`src/rtl/rc4_xor_stream_if.sv`:
```
// Handshake bundle for rc4_xor_stream: keystream in, data in, result out.
// The master modport is the environment side; the slave modport is the XOR block.
interface rc4_xor_stream_if;
  logic [7:0] ks_data;
  logic       ks_valid;
  logic       ks_ready;

  logic [7:0] din_data;
  logic       din_last;
  logic       din_valid;
  logic       din_ready;

  logic [7:0] dout_data;
  logic       dout_last;
  logic       dout_valid;
  logic       dout_ready;

  modport master (
    output ks_data, ks_valid, din_data, din_last, din_valid, dout_ready,
    input  ks_ready, din_ready, dout_data, dout_last, dout_valid
  );

  modport slave (
    input  ks_data, ks_valid, din_data, din_last, din_valid, dout_ready,
    output ks_ready, din_ready, dout_data, dout_last, dout_valid
  );
endinterface

```
`src/rtl/rc4_xor_stream.sv`:
```
// XORs each data byte with one buffered RC4 keystream byte, with message framing.
// Optional macro RC4_DROP_EN discards the first DROP_N keystream bytes after reset.
module rc4_xor_stream #(
  parameter int FIFO_DEPTH = 16,
  parameter int CNT_W      = 16,
  parameter int DROP_N     = 256
) (
  input  logic               clk,
  input  logic               rst_n,
  input  logic               start,
  rc4_xor_stream_if.slave    bus,
  output logic [CNT_W-1:0]   byte_cnt,
  output logic               busy,
  output logic               done
);

  localparam int PTR_W = $clog2(FIFO_DEPTH);

  typedef enum logic [1:0] {
    S_IDLE  = 2'd0,
    S_RUN   = 2'd1,
    S_DRAIN = 2'd2
  } state_t;

  state_t state_q, state_d;

  logic [7:0]       fifo_mem [FIFO_DEPTH];
  logic [PTR_W-1:0] wr_ptr_q, rd_ptr_q;
  logic [PTR_W:0]   count_q;
  logic             fifo_full, fifo_empty;
  logic             ks_fire, push, pop, din_fire, dout_fire, last_accept;

  logic [7:0]       dout_data_q;
  logic             dout_last_q, dout_valid_q, done_q;
  logic [CNT_W-1:0] byte_cnt_q;

  assign fifo_full  = (count_q == (PTR_W+1)'(FIFO_DEPTH));
  assign fifo_empty = (count_q == '0);

  // Readiness depends only on the full flag; a same-cycle pop never frees a slot early.
  assign bus.ks_ready = !fifo_full;
  assign ks_fire      = bus.ks_valid && !fifo_full;

`ifdef RC4_DROP_EN
  localparam int DROP_W = $clog2(DROP_N + 2);

  logic [DROP_W-1:0] drop_cnt_q;
  logic              dropping;

  assign dropping = (drop_cnt_q != DROP_W'(DROP_N));
  assign push     = ks_fire && !dropping;

  always_ff @(posedge clk or negedge rst_n) begin
    if (!rst_n) begin
      drop_cnt_q <= '0;
    end else if (ks_fire && dropping) begin
      drop_cnt_q <= drop_cnt_q + 1'b1;
    end
  end
`else
  assign push = ks_fire;
`endif

  assign bus.din_ready = (state_q == S_RUN) && !fifo_empty &&
                         (!dout_valid_q || bus.dout_ready);
  assign din_fire      = bus.din_valid && bus.din_ready;
  assign pop           = din_fire;
  assign dout_fire     = dout_valid_q && bus.dout_ready;
  assign last_accept   = (state_q == S_DRAIN) && dout_fire && dout_last_q;

  // NOTE: storage is written without reset; emptiness is tracked by count_q,
  // so stale entries are never read and the array maps onto plain RAM.
  always_ff @(posedge clk) begin
    if (push) begin
      fifo_mem[wr_ptr_q] <= bus.ks_data;
    end
  end

  // NOTE: every clocked process uses non-blocking assignments so all registers
  // sample pre-edge values and simulation matches the synthesized flops.
  always_ff @(posedge clk or negedge rst_n) begin
    if (!rst_n) begin
      wr_ptr_q <= '0;
      rd_ptr_q <= '0;
      count_q  <= '0;
    end else begin
      if (push) wr_ptr_q <= wr_ptr_q + 1'b1;
      if (pop)  rd_ptr_q <= rd_ptr_q + 1'b1;
      unique case ({push, pop})
        2'b10:   count_q <= count_q + 1'b1;
        2'b01:   count_q <= count_q - 1'b1;
        default: count_q <= count_q;
      endcase
    end
  end

  always_ff @(posedge clk or negedge rst_n) begin
    if (!rst_n) begin
      state_q <= S_IDLE;
    end else begin
      state_q <= state_d;
    end
  end

  // NOTE: state_d gets its default before the case, so no path leaves it
  // unassigned and no latch is inferred.
  always_comb begin
    state_d = state_q;
    unique case (state_q)
      S_IDLE:  if (start)                      state_d = S_RUN;
      S_RUN:   if (din_fire && bus.din_last)   state_d = S_DRAIN;
      S_DRAIN: if (last_accept)                state_d = S_IDLE;
      default:                                 state_d = S_IDLE;
    endcase
  end

  // Output register: a new load takes priority over the clear from a dout transfer.
  always_ff @(posedge clk or negedge rst_n) begin
    if (!rst_n) begin
      dout_data_q  <= '0;
      dout_last_q  <= 1'b0;
      dout_valid_q <= 1'b0;
      byte_cnt_q   <= '0;
      done_q       <= 1'b0;
    end else begin
      if (din_fire) begin
        dout_data_q  <= bus.din_data ^ fifo_mem[rd_ptr_q];
        dout_last_q  <= bus.din_last;
        dout_valid_q <= 1'b1;
      end else if (dout_fire) begin
        dout_valid_q <= 1'b0;
      end

      if ((state_q == S_IDLE) && start) begin
        byte_cnt_q <= '0;
      end else if (din_fire && (byte_cnt_q != '1)) begin
        byte_cnt_q <= byte_cnt_q + 1'b1;
      end

      done_q <= last_accept;
    end
  end

  assign bus.dout_data  = dout_data_q;
  assign bus.dout_last  = dout_last_q;
  assign bus.dout_valid = dout_valid_q;
  assign byte_cnt       = byte_cnt_q;
  assign busy           = (state_q != S_IDLE);
  assign done           = done_q;

endmodule

```
`src/flat_wrapper.sv`:
```
// flat-port wrapper written by rule: the top's interface ports become plain ports
module rc4_xor_stream_flat 
#(
  parameter int FIFO_DEPTH = 16,
  parameter int CNT_W      = 16,
  parameter int DROP_N     = 256
)
  (clk, rst_n, start, byte_cnt, busy, done, bus_ks_data, bus_ks_valid, bus_din_data, bus_din_last, bus_din_valid, bus_dout_ready, bus_ks_ready, bus_din_ready, bus_dout_data, bus_dout_last, bus_dout_valid);
  rc4_xor_stream_if bus_i ();
  input  logic clk;
  input  logic rst_n;
  input  logic start;
  output logic [CNT_W-1:0] byte_cnt;
  output logic busy;
  output logic done;
  input wire logic [$bits(bus_i.ks_data)-1:0] bus_ks_data;
  input wire logic [$bits(bus_i.ks_valid)-1:0] bus_ks_valid;
  input wire logic [$bits(bus_i.din_data)-1:0] bus_din_data;
  input wire logic [$bits(bus_i.din_last)-1:0] bus_din_last;
  input wire logic [$bits(bus_i.din_valid)-1:0] bus_din_valid;
  input wire logic [$bits(bus_i.dout_ready)-1:0] bus_dout_ready;
  output wire logic [$bits(bus_i.ks_ready)-1:0] bus_ks_ready;
  output wire logic [$bits(bus_i.din_ready)-1:0] bus_din_ready;
  output wire logic [$bits(bus_i.dout_data)-1:0] bus_dout_data;
  output wire logic [$bits(bus_i.dout_last)-1:0] bus_dout_last;
  output wire logic [$bits(bus_i.dout_valid)-1:0] bus_dout_valid;
  assign bus_i.ks_data = bus_ks_data;
  assign bus_i.ks_valid = bus_ks_valid;
  assign bus_i.din_data = bus_din_data;
  assign bus_i.din_last = bus_din_last;
  assign bus_i.din_valid = bus_din_valid;
  assign bus_i.dout_ready = bus_dout_ready;
  assign bus_ks_ready = bus_i.ks_ready;
  assign bus_din_ready = bus_i.din_ready;
  assign bus_dout_data = bus_i.dout_data;
  assign bus_dout_last = bus_i.dout_last;
  assign bus_dout_valid = bus_i.dout_valid;
  rc4_xor_stream #(.FIFO_DEPTH(FIFO_DEPTH), .CNT_W(CNT_W), .DROP_N(DROP_N)) u_core (.clk(clk), .rst_n(rst_n), .start(start), .bus(bus_i), .byte_cnt(byte_cnt), .busy(busy), .done(done));
endmodule
```
`config.mk`:
```
export PLATFORM = sky130hd
export DESIGN_NAME = rc4_xor_stream_flat
export DESIGN_NICKNAME = d
export VERILOG_FILES = /design/src/rtl/rc4_xor_stream_if.sv /design/src/rtl/rc4_xor_stream.sv /design/src/flat_wrapper.sv
export SDC_FILE = /design/constraint.sdc
export NUM_CORES = 1
export LEC_CHECK = 0
export ABC_AREA = 1
export CAP_MARGIN = 30
export CORE_MARGIN = 5
export CORE_UTILIZATION = 45
export DETAILED_ROUTE_END_ITERATION = 8
export GPL_ROUTABILITY_DRIVEN = 0
export PLACE_DENSITY = 0.71
export SYNTH_ARGS = -nofsm -noshare
export SYNTH_HDL_FRONTEND = slang
export SYNTH_SLANG_ARGS = --single-unit
```
`constraint.sdc`:
```
create_clock -name clk -period 2.31 [get_ports clk]
set_clock_uncertainty 0.15 [all_clocks]
set_input_delay 0.462 -clock clk [delete_from_list [all_inputs] [get_ports clk]]
set_output_delay 0.462 -clock clk [all_outputs]
set_load 0.005 [all_outputs]
```
==> impl_metrics.tcl, run 1 <==
set metrics [dict create \
    status "finished, final reports clean" \
    antenna_left 0 \
    place_area_um2 9006 \
    max_stage_delay_ns 0.44 \
    die_area_um2 20510 \
    dieHeight_um 143.2 \
    cp.required_ns 1.70 \
    cp_cell_sequence "buf_4 -> nor2_1 -> inv_1 -> clkdlybuf4s50_1" \
    synthCells 839 \
    multi_input_area_um2 2415 \
    avgRoutedWirePerCell_um 15.23 \
    rsz0062_at_grt "yes" \
    relSlewSlack_pct 54.30 \
    setup_viol 0 \
    final_common_cell "nand2_1" \
    synth_top_family_by_area "simple AND/OR/NAND/NOR gates" \
    vias 5821 \
    reg2reg_slack_ns 0.10 \
    place_inst 1133 \
    switching_share_pct 25.12 \
    hold_end "u_core.bus.dout_valid" \
    holdWs_ns 0.2138 \
    clock_latency_ns 0.43 \
    dp_slack_ns -0.4384 \
    grt_pass1_vias 5413 \
    path_class "reg2out" \
    min_from "bus_dout_ready" \
    grt_max_degree 60 \
    start_util_pct 46.01 \
    wl_um 17840 \
    dp_hpwl_um 11540 \
    postSynthAreaPerCell_um2 9.519 \
    rows 48 \
    intPower_mw 5.578 \
    synth_xor_area_share_pct 2.193 \
    cp_max_fo 4 \
    antenna_found_initial 0 \
    worstMarginPinSlew_ns 0.6833 \
    end_kind "primary output" \
    fin_util_pct 55.78 \
    timing.final.ws_setup_ns 0.08813 \
    path_depth 4 \
    core_area_um2 17360 \
    gr-total-overflow 0 \
    io_buffers 52 \
    post-route-period-util_pct 96.18 \
    p_comb_share_pct 12.9 \
    cts_tree "yes" \
    viasPerCell 4.971 \
    synth_area_um2 7986 \
    cts_made_buffers 17 \
    area_growth_syn_to_layout_pct 21.23 \
    finalNonFillerCells 1171 \
    slew_viol_final 0 \
    cellPowerDensity_nw_per_um2 769.4 \
    drt_iter0_drc 501 \
    cts_root_buffer "clkbuf_16" \
    syn_nets 873 \
    crit_family "buffers and inverters" \
    cts_sinks 170 \
    timing.rr.start "u_core.state_q[1]" \
    rr_worst_depth 13 \
    crit_arrival_ns 1.61 \
    maxCapViolCount 0 \
    final_cell_area_um2 9682 \
    htree_levels 4 \
    min_path_cells 3 \
    final_cell_mix "nand2_1 (214), inv_1 (141), nand3_1 (140), edfxtp_1 (128), buf_4 (50)" \
    finalCriticalPeriod_ns 2.222 \
    fin_total_pwr_mw 7.449 \
    ff_latch_area_um2 4896 \
    detail_route.first_pass.iterations 5 \
    fill_cells 1495 \
    grt_usage_pct 18.14 \
    min_path_type "in2reg" \
    vdd_drop_max_mv 0.5679 \
    path_clk_slew_ns 0.06 \
    layout.nets 967 \
    num_antenna_cells 0 \
    die_w_um 143.2 \
    start_kind "register" \
    p_clk_share_pct 37.5 \
    power_frac_seq_pct 49.7 \
    power.leakage_nw 4.341 \
    synth-seq-cells 170 \
    synth-simple-area-share_pct 24.11 \
    ys_warn_count 0 \
    switchingPower_mw 1.871 \
    yosysUniqueCellTypes 35 \
    drive_gt1_share_pct 12.58 \
    drc 0 \
    timing.final.hold_violations 0 \
    grt_pass1_wl_um 28660 \
    yosysSeqAreaShare_pct 61.29 \
    cp_slowest_cell "clkdlybuf4s50_1" \
    synth_fa_ha_area_share_pct 1.817 \
    r2r-end "u_core.count_q[4]" \
    ios 53 \
    cts.path.max_buffers 2 \
    finalSetupTns_ns 0 \
    fmax_mhz 450.1 \
    synth_compound_area_share_pct 1.238 \
    path_buf_inv 3 \
    synth.area.mux_share_pct 0 \
]
-- worst max-delay path by stage --
stage	from	to
after floorplan	bus_dout_ready	u_core.count_q[4]
after global placement	bus_dout_ready	u_core.count_q[3]
after detailed placement	bus_dout_ready	u_core.count_q[4]
after CTS	u_core.count_q[2]	u_core.count_q[3]
after global routing	u_core.count_q[1]	u_core.count_q[3]
final	u_core.state_q[0]	busy
-- tightest hold or removal path, delay by kind of cell --
kind            cells  cell delay, ns
compound gates      1            0.06
buf+inv             2            0.23
-- synthesized netlist by cell type --
cell type / instances / share of area, %
o211ai_1: 1 / 0.094
nand4_1: 8 / 0.63
a21oi_2: 1 / 0.11
nand3_1: 141 / 8.8
o21ai_0: 11 / 0.69
xor2_1: 15 / 1.6
buf_6: 3 / 0.42
nand2_2: 3 / 0.24
nand3_2: 2 / 0.25
or2_0: 7 / 0.55
or2_1: 8 / 0.63
nand2_4: 1 / 0.14
clkinv_1: 3 / 0.14
buf_4: 2 / 0.19
inv_1: 146 / 6.9
inv_2: 5 / 0.24
nor2_1: 40 / 1.9
a21oi_1: 4 / 0.25
xnor2_1: 5 / 0.55
inv_4: 1 / 0.078
fa_1: 1 / 0.25
o31ai_1: 1 / 0.094
nor3_2: 1 / 0.13
nand2_1: 217 / 10
nor2_2: 1 / 0.078
buf_1: 2 / 0.094
or2_2: 1 / 0.078
edfxtp_1: 128 / 48
clkbuf_1: 7 / 0.33
nor3_1: 3 / 0.19
dfrtp_1: 42 / 13
buf_2: 16 / 1.0
nor2_4: 1 / 0.14
ha_1: 10 / 1.6
nor3b_2: 1 / 0.16
-- routing by layer --
| metal | routed length, um | track usage [%] | vias to the layer above |
|---|---|---|---|
| met5 | 0 | 0 | - |
| met1 | 8058 | 24.92 | 2735 |
| met3 | 1111 | 4.354 | 28 |
| li1 | - | - | 2868 |
| met2 | 8389 | 28.76 | 190 |
| met4 | 278 | 5.699 | 0 |
-- state kept, by name, summed over array words and instances (netlist names) --
signal,count
u_core.bus.dout_last,1
u_core.state_q,2
u_core.bus.dout_data,8
u_core.wr_ptr_q,4
u_core.fifo_mem,128
u_core.done,1
u_core.byte_cnt,16
u_core.rd_ptr_q,4
u_core.count_q,5
u_core.bus.dout_valid,1
-- power by group through the flow --
stage	clock [mW]	combinational (mW)	sequential, mW
final	2.79	0.958	3.70
after global routing	2.98	1.09	3.72
after CTS	2.84	0.912	3.70
after detailed placement	0	0.877	3.76
after global placement	0	0.851	3.75
after floorplan	0	0.487	3.74
-- cell families (layout without fill, tap and decap cells) --
family,Yosys count,after routing
buffers and inverters,185,292
and+or+nand+nor,435,435
xor gates and xnor gates,20,20
adders and majority gates,11,11
DFF,170,170
AOI/OAI and AO/OA,18,18
-- area by class of cell --
| type | count | area share [%] |
|---|---|---|
| well taps | 225 | 2.908 |
| multi-input cells | 484 | 24.94 |
| clock buffers | 18 | 4.433 |
| clock inverters | 14 | 1.512 |
| flip-flops and latches | 170 | 50.57 |
| repair buffers | 105 | 9.602 |
| inverters | 155 | 6.035 |
-- timing repair --
| action | in CTS | in global routing |
|---|---|---|
| gates resized for setup | 4 | 16 |
| setup endpoints to repair | 3 | 4 |
| hold buffers | 1 | 0 |
| endpoints found under the hold margin | 42 | 0 |
| pin swaps | 1 | 13 |
| setup buffers | 1 | 4 |
Note: power is estimated with default switching activity, not from simulation.
==> run 2, diff against run 1 <==
- CTS_CLUSTER_SIZE: default -> 40
- SLEW_MARGIN: default -> 20
==> results of run 2 <==
Final layout, timing and power as in run 1 (identical DEF).
==> run 3, diff against run 2 <==
- ABC_AREA: 1 -> default
- CORE_MARGIN: 5 -> 4
- GPL_ROUTABILITY_DRIVEN: 0 -> default
==> run 3 against run 2 <==
- die area is 13% lower
- non-clock buffer count is 5 lower
- critical path type is now reg2reg
- the flow now finishes with violations (negative setup slack)
- maximum frequency is 18% lower
- routed wire length is 24% lower
- worst hold slack better by 0.13 ns
- synthesized cell count is 48% lower
- flip-flop and latch count stayed put
- critical endpoint is now u_core.count_q[4]
- global-route usage is 2.0 points lower
- sequential share of layout area is 4.7 points higher
- count of clock-buffer cells in the layout stayed put
==> impl_metrics.tcl, run 3 <==
set metrics [dict create \
    status "finished, violations left" \
    failed_checks "negative setup slack" \
    synthTopCellsByArea "edfxtp_1 (54%), dfrtp_1 (15%), mux4_2 (10%)" \
    ys_warn_count 0 \
    fin_total_pwr_mw 10.42 \
    synthTopCellsByCount "edfxtp_1 (128), dfrtp_1 (42), mux4_2 (32), nand2_1 (30), nor2_1 (27)" \
    grt_pass1_wl_um 22200 \
    rsz0062_at_grt "yes" \
    endpoint "u_core.count_q[4]" \
    wl_um 13510 \
    crit_arrival_ns 2.90 \
    timing.final.hold_violations 0 \
    avgRoutedWirePerCell_um 17.90 \
    vias 3954 \
    multi_input_area_um2 2126 \
    reg2reg_slack_ns -0.40 \
    setup_viol 4 \
    rr_worst_depth 11 \
    area_growth_syn_to_layout_pct 25.09 \
    min_from "u_core.bus.dout_data[3]" \
    io_buffers 52 \
    core_area_um2 15310 \
    detail_route.first_pass.iterations 5 \
    max_stage_delay_ns 0.56 \
    met1_usage_pct 21.59 \
    grt_use_met2_pct 26.75 \
    ff_latch_area_um2 4896 \
    min_path_type "reg2reg" \
    async_flop_share_pct 24.71 \
    viasPerCell 5.237 \
    cts_root_buffer "clkbuf_16" \
    synth.most_common_cell "edfxtp_1" \
    yosysSeqAreaShare_pct 69.07 \
    synth-edff-count 128 \
    synth-seq-cells 170 \
    post-route-period-util_pct 117.1 \
    largest-register "u_core.fifo_mem" \
    grt_max_degree 36 \
    path_depth 11 \
    yosys.area.top_type_share_pct 54.24 \
    ios 53 \
    drc 0 \
    finalSetupTns_ns -0.9229 \
    crit_family "simple AND/OR/NAND/NOR gates" \
    cp_max_fo 3 \
    antenna_found_initial 0 \
    clock_latency_ns 0.41 \
    power.leakage_nw 3.139 \
    fill_cells 1185 \
    drt_iter0_drc 257 \
    postSynthAreaPerCell_um2 16.33 \
    finalCriticalPeriod_ns 2.705 \
    synthCells 434 \
    path_class "reg2reg" \
    path_buf_inv 2 \
    rows 45 \
    cellPowerDensity_nw_per_um2 1175 \
    path_clk_slew_ns 0.06 \
    largest_register_ffs 128 \
    met3_usage_pct 4.305 \
    cts_made_buffers 17 \
    ys.flop_type "edfxtp_1" \
    die_area_um2 17820 \
    gr-total-overflow 0 \
    slew_viol_final 0 \
    top_usage_layer "met2" \
    start_kind "register" \
    synth_area_um2 7087 \
    crit_start "u_core.count_q[2]" \
    dp_hpwl_um 9247 \
    final_cell_mix "edfxtp_1 (128), clkdlybuf4s50_1 (48), buf_4 (41), dfrtp_1 (41), mux4_2 (32)" \
    cts_tree "yes" \
    gp_congestion 0.8579 \
    cts_sinks 170 \
    num_antenna_cells 0 \
    cp.required_ns 2.50 \
    worstMarginPinSlew_ns 0.5550 \
    cp_slowest_cell "or4_4" \
    syn_nets 468 \
    start_util_pct 46.27 \
    dieHeight_um 133.5 \
    end_kind "register" \
    yosysUniqueCellTypes 44 \
    r2r-end "u_core.count_q[4]" \
    cp_cell_sequence "or4_4 -> o2111ai_4 -> inv_6 -> ha_4 -> buf_6 -> ha_4 -> nor2b_4 -> o21ai_2 -> and3_4 -> nor3_4 -> xor2_1" \
    antenna_left 0 \
    cts.path.max_buffers 2 \
    timing.final.ws_setup_ns -0.3953 \
    die_w_um 133.5 \
    htree_levels 4 \
    synth_top_cell_by_area "edfxtp_1" \
    timing.rr.start "u_core.count_q[2]" \
    final_common_cell "edfxtp_1" \
    grt_usage_pct 16.12 \
    grt_pass1_vias 4141 \
    maxCapViolCount 0 \
    layout.nets 565 \
    relSlewSlack_pct 62.88 \
    drive_gt1_share_pct 25.00 \
    vdd_drop_max_mv 0.7288 \
    cp_common_cell "ha_4" \
    fmax_mhz 369.6 \
]
## run 3: cell types whose count changed after synthesis, sizes merged, moves of 14 or more
cell	previous run	this run
nand3	143	5
nor2	42	27
inv	152	10
mux4	0	32
or2	16	2
nand2	221	31
xnor2	5	26
## run 3: kinds of logic (layout without fill, tap and decap cells)
family,count (synthesis),after routing,share of synthesized area [%]
DFF,170,170,69.07
muxes,42,42,11.60
xor gates and xnor gates,29,29,3.584
adders and majority gates,11,11,2.048
AOI/OAI and AO/OA,50,50,4.520
and+or+nand+nor,100,100,6.904
buffers and inverters,32,142,2.277
## run 3: cell type report
cell class / count / area share [%]
Sequential cell: 170 / 55.23
Tap cell: 211 / 2.978
Inverter: 10 / 0.4799
Clock buffer: 18 / 4.841
Multi-Input combinational cell: 232 / 23.98
Clock inverter: 14 / 2.188
Timing Repair Buffer: 100 / 10.30
## run 3: metal layers
layer	wire (um)	up-vias
met4	124	0
met2	6695	98
met3	641	10
li1	-	1857
met1	6052	1989
met5	0	-
## run 3: how the worst min path moves through the flow
stage | end | slack [ns] | cells past startpoint
2_1_floorplan | u_core.bus.dout_data[0] | 0.02 | 0
3_3_place_gp | u_core.rd_ptr_q[3] | 0.27 | 1
3_5_place_dp | u_core.rd_ptr_q[3] | 0.28 | 1
4_1_cts | u_core.bus.dout_data[3] | 0.35 | 2
5_1_grt | u_core.rd_ptr_q[1] | 0.40 | 2
6_report | u_core.bus.dout_data[3] | 0.34 | 2
## run 3: metrics by stage
| stage | area, um2 | setup WS (ns) | std cells | utilization (%) | hold slack [ns] |
|---|---|---|---|---|---|
| 2_1_floorplan | 7124 | -0.3932 | 434 | - | 0.01641 |
| 3_3_place_gp | 8137 | -0.4392 | 719 | 53.13 | 0.2713 |
| 3_5_place_dp | 8137 | -0.5064 | 719 | 53.13 | 0.2837 |
| 4_1_cts | 8820 | -0.4047 | 755 | 57.59 | 0.3490 |
| 5_1_grt | 8865 | -0.5463 | 755 | 57.88 | 0.3953 |
| 6_report | 8865 | -0.3953 | 755 | 57.88 | 0.3405 |
## run 3: report_power, final
group | internal [mW] | switching (mW) | total, mW | leakage, nW
clock | 1.82 | 1.16 | 2.98 | 0.298
sequential | 3.77 | 0.292 | 4.06 | 1.69
combinational | 1.75 | 1.62 | 3.37 | 1.15
## run 3: tightest hold or removal path, stage by stage, from the launching register on
cell and delay (ns):
dfrtp_1 0.35, nand2_1 0.05, o21ai_0 0.06
## run 3: repair_timing
item / in CTS / in global routing
hold buffers: 1 / 0
gates resized for setup: 11 / 14
setup endpoints to repair: 8 / 14
endpoints found under the hold margin: 17 / 0
buffers inserted: 3 / 0
pin swaps: 7 / 8
gates cloned: 0 / 0
==> RTL edit 1 (settings of run 2) <==
`FIFO_DEPTH` is set to 16 in 2 places; all go to 8.
--- a/src/rtl/rc4_xor_stream.sv
+++ b/src/rtl/rc4_xor_stream.sv
@@ -3,3 +3,3 @@
 module rc4_xor_stream #(
-  parameter int FIFO_DEPTH = 16,
+  parameter int FIFO_DEPTH = 8,
   parameter int CNT_W      = 16,
--- a/src/flat_wrapper.sv
+++ b/src/flat_wrapper.sv
@@ -3,3 +3,3 @@
 #(
-  parameter int FIFO_DEPTH = 16,
+  parameter int FIFO_DEPTH = 8,
   parameter int CNT_W      = 16,
Behaviour: not the same (Yosys sat finds a counterexample within 10 cycles, from zero or initial values and one cycle with rst_n low).
==> RTL edit 1 against run 2 <==
  * Largest cell class unchanged
  * Wire length is 40% lower
  * Area after synthesis is 38% lower
  * Synthesized cell count is 35% lower
  * First-iteration DRC count is 56% lower
  * Design area is 38% lower
  * Count of clock-buffer cells in the layout is 9 lower
  * Setup slack better by 33 ps
  * Sequential cell count is 67 lower
  * Fmax is 1.5% higher
  * Critical path depth is 8 higher
  * Critical endpoint is now u_core.count_q[2]
  * Power is 45% lower
==> RTL edit 1: results <==
group,metric,value,unit
layout,seq_share,48.4,%
grt,grt_pass1_vias,3551,
grt,antenna_found_initial,0,
detailed_routing,first_iter_violations,222,
grt,grt_pass1_wl,17500,um
detailed_routing,drt-met1-wl,4750,um
yosys,synth-xor-area-share,2.32,%
yosys,synth_edf_count,64,
worst_setup_path,r2r_cells,10,
power_and_ir_drop,ir_drop,0.359,mV
worst_setup_path,startpoint,"bus_dout_ready",
min_path,hp-class,"in2async",
yosys,synth-compound-area-share,1.58,%
power_and_ir_drop,power.leakage,0.00277,uW
yosys,postSynthCellCount,548,
yosys,synth.ff_latch_count,103,
detailed_routing,wl_met2,5100,um
clock_tree,htree_levels,3,
timing,tightest_slew,565,ps
placed_design,hpwl,7640,um
layout,nFillCells,966,
power_and_ir_drop,powerDensity,685,nW/um2
clock_tree,cts-root-buf,"clkbuf_8",
grt,use_met3,4.28,%
grt,use_met1,22.2,%
detailed_routing,met3_length,717,um
die,die_w,115,um
detailed_routing,wl_per_cell,13.9,um
clock_tree,clk_latency,370,ps
outcome,status,"finished, final reports clean",
placed_design,numPlacedInstances,751,
yosys,synth_seq_area_share,58.9,%
layout,buffers_excl_clock,82,
yosys,ys_top_cells_by_area,"edfxtp_1, dfrtp_1, nand2_1",
worst_setup_path,cp_slowest_stage_delay,420,ps
placed_design,placed_area,5730,um2
layout,bufAreaShareNonClock,12.4,%
layout,multi_input_area,1680,um2
yosys,synth_commonest_cells,"nand2_1, nand3_1, inv_1, edfxtp_1, dfrtp_1",
worst_setup_path,r2r_slack,180,ps
detailed_routing,drt_wl_total,10700,um
clock_tree,numCtsBuffers,9,
layout,drive_gt1_share,9.51,%
detailed_routing,firstDrtPassIters,4,
detailed_routing,vias_per_cell,4.84,
layout,num-multi-input-gates,355,
grt,grt_use_total,17.0,%
layout,clkCellAreaFrac,3.59,%
clock_tree,clk_pin_slew,100,ps
yosys,synthArstFlopShare,37.9,%
layout,nets,655,
grt,use_met2,28.2,%
worst_setup_path,timing.rr.start,"u_core.count_q[1]",
yosys,synth_fa_ha_area_share,1.53,%
layout,largest_register_ff_count,64,
grt,grt_max_degree,34,
worst_setup_path,path_max_fanout,3,
[RTL edit 1: kinds of logic after synthesis]
logic type | after synthesis
simple gates | 322
flops | 103
fa+ha+maj | 6
xor+xnor | 13
compound gates | 14
buf+inv | 90
[RTL edit 1: how the worst max path moves through the flow]
| stage | depth (start not counted) | to | slack [ps] |
|---|---|---|---|
| floorplan | 11 | u_core.count_q[2] | 50 |
| global route | 13 | u_core.count_q[3] | -50 |
| CTS | 12 | u_core.count_q[2] | 70 |
| finish | 12 | u_core.count_q[2] | 120 |
| detailed placement | 11 | u_core.count_q[2] | -260 |
| global placement | 11 | u_core.count_q[2] | -170 |
[RTL edit 1: report_power, final]
part	total, uW	leakage (uW)	switching, uW	internal (uW)
combinational	650	0.00158	389	260
clock	1190	0.000105	665	525
sequential	2260	0.00109	79.2	2190
[RTL edit 1: what timing repair did]
action                                 in CTS  in global routing
endpoints found under the hold margin       7                  0
pin swaps                                   1                  0
buffers inserted                            3                  0
resized for setup                           1                  2
setup endpoints to repair                   1                  3
hold buffers                                1                  0
==> RTL edit 2 (config.mk and constraints of run 2) <==
Without the edit above. Re-encode `state_t` (3 states) as one-hot, 3 bits wide.
--- a/src/rtl/rc4_xor_stream.sv
+++ b/src/rtl/rc4_xor_stream.sv
@@ -18,6 +18,6 @@
 
-  typedef enum logic [1:0] {
-    S_IDLE  = 2'd0,
-    S_RUN   = 2'd1,
-    S_DRAIN = 2'd2
+  typedef enum logic [2:0] {
+    S_IDLE  = 3'b001,
+    S_RUN   = 3'b010,
+    S_DRAIN = 3'b100
   } state_t;
Function: no difference found for any inputs over 4 cycles, from zero or initial values and one cycle with rst_n low; so few cycles prove little.
==> RTL edit 2 against run 2 <==
  * Sequential cell count grew 1
  * Critical path type unchanged
  * Die area increased by 0.28%
  * First-iteration DRC count rose by 1.4%
  * Setup slack worse by 32 ps
  * Design area grew 0.37%
  * Area after synthesis grew 0.30%
  * Wire length rose by 6.2%
  * Fmax is 1.4% lower
Power is not compared: it rests on default switching activity, and its combinational part moved more than twofold at a synthesized area within 25%.
==> RTL edit 2: results <==
group,metric,value,unit
worst_setup_path,cp.arrival,1640,ps
yosys,synth_commonest_cells,"nand2_1, inv_1, nand3_1, edfxtp_1, dfrtp_1",
grt,grt_max_degree,65,
yosys,synthArstFlopShare,25.1,%
yosys,syn-num-nets,877,
yosys,synth_cell_type_count,33,
grt,grt_use_total,19.1,%
detailed_routing,drt_wl_total,18900,um
worst_setup_path,cpMaxStageDelayCell,"dfstp_2",
clock_tree,clockBufferDepth,2,
placed_design,pre_cts_ws,-494,ps
yosys,yosys.cell_count.top_type,"nand2_1",
grt,grt_pass1_wl,30200,um
yosys,ys_warn_count,0,
outcome,status,"finished, final reports clean",
placed_design,hpwl,12500,um
grt,grt_pass1_vias,5859,
detailed_routing,firstDrtPassIters,7,
worst_setup_path,path_max_fanout,3,
yosys,synth_fa_ha_area_share,1.81,%
yosys,synth_edf_count,128,
yosys,synth-xor-area-share,2.08,%
worst_setup_path,reg2reg_to,"u_core.count_q[4]",
min_path,hp-class,"in2reg",
clock_tree,clk_latency,420,ps
yosys,synth-compound-area-share,1.56,%
worst_setup_path,r2r_slack,70,ps
timing,maxSlewHeadroom,52.6,%
yosys,ys_top_cells_by_area,"edfxtp_1, dfrtp_1, nand2_1",
worst_setup_path,cp_slowest_stage_delay,540,ps
yosys,synthMuxAreaShare,0,%
layout,drive_gt1_share,11.8,%
grt,antenna_found_initial,0,
clock_tree,clk_pin_slew,60,ps
power_and_ir_drop,switching_power,3860,uW
layout,nets,976,
timing,clock.fmax,0.444,GHz
yosys,synth_seq_area_share,61.4,%
worst_setup_path,startpoint,"u_core.state_q[0]",
detailed_routing,first_iter_violations,508,
detailed_routing,vias_per_cell,5.04,
worst_setup_path,r2r_cells,12,
==> RTL edit 2: kinds of logic after synthesis <==
logic type / count (synthesis)
flip-flops: 171
AND/OR/NAND/NOR: 433
AO/OA/AOI/OAI: 21
XOR/XNOR: 19
buffers and inverters: 188
adder cells (fa/ha/maj): 11
==> RTL edit 2: per-layer routing <==
layer  vias to the layer above  GRT usage, %  routed length [um]
met5                         -             0                   0
met4                         0          5.50                 309
met3                        28          3.66                1050
met2                       162          33.1                9560
met1                      2857          24.7                8020
li1                       2903             -                   -
==> RTL edit 2: stage by stage <==
step	hold slack [ps]	instance area, um2	cells	utilization (%)	TNS (ps)
4_1_cts	336	9700	1178	55.9	0
5_1_grt	242	9720	1180	56.0	-11.9
3_5_place_dp	317	9130	1145	52.6	-5050
6_report	224	9720	1180	56.0	0
3_3_place_gp	319	9130	1145	52.6	-3730
2_1_floorplan	16.4	8030	843	-	0
==> RTL edit 2: cell type report <==
type | instances | area (um2)
Fill cell | 1514 | 7640
Sequential cell | 171 | 4920
Multi-Input combinational cell | 484 | 2390
Timing Repair Buffer | 110 | 1000
Inverter | 158 | 593
Clock buffer | 17 | 425
Tap cell | 225 | 282
Clock inverter | 15 | 109
==> RTL edit 2: power groups by stage <==
stage               combinational, uW  clock [uW]  sequential, uW
global route                     4250        2830            4040
floorplan                        2320           0            4010
detailed placement               3770           0            4040
CTS                              3810        2670            3990
finish                           3820        2640            3990
global placement                 3690           0            4030
==> RTL edit 2: critical path, delay by kind of cell, from the launching register on <==
kind	cells	cell delay (ps)
flip-flops	1	540
buffers and inverters	4	550
AND/OR/NAND/NOR	1	130
==> RTL edit 2: worst min-delay path by stage <==
stage,start,to,slack [ps]
final,bus_dout_ready,u_core.bus.dout_valid,220
after detailed placement,u_core.bus.dout_data[2],u_core.bus.dout_data[2],320
after floorplan,rst_n,u_core.bus.dout_data[0],20
after global placement,u_core.bus.dout_data[4],u_core.bus.dout_data[4],320
after global routing,bus_dout_ready,u_core.bus.dout_valid,240
after CTS,u_core.bus.dout_data[2],u_core.bus.dout_data[2],340
==> RTL edit 2: repair_timing <==
item	CTS	global route
gates resized for setup	9	7
hold endpoints to repair	42	0
buffers inserted	0	2
hold buffers	1	0
pin swaps	2	1
setup endpoints to repair	4	5
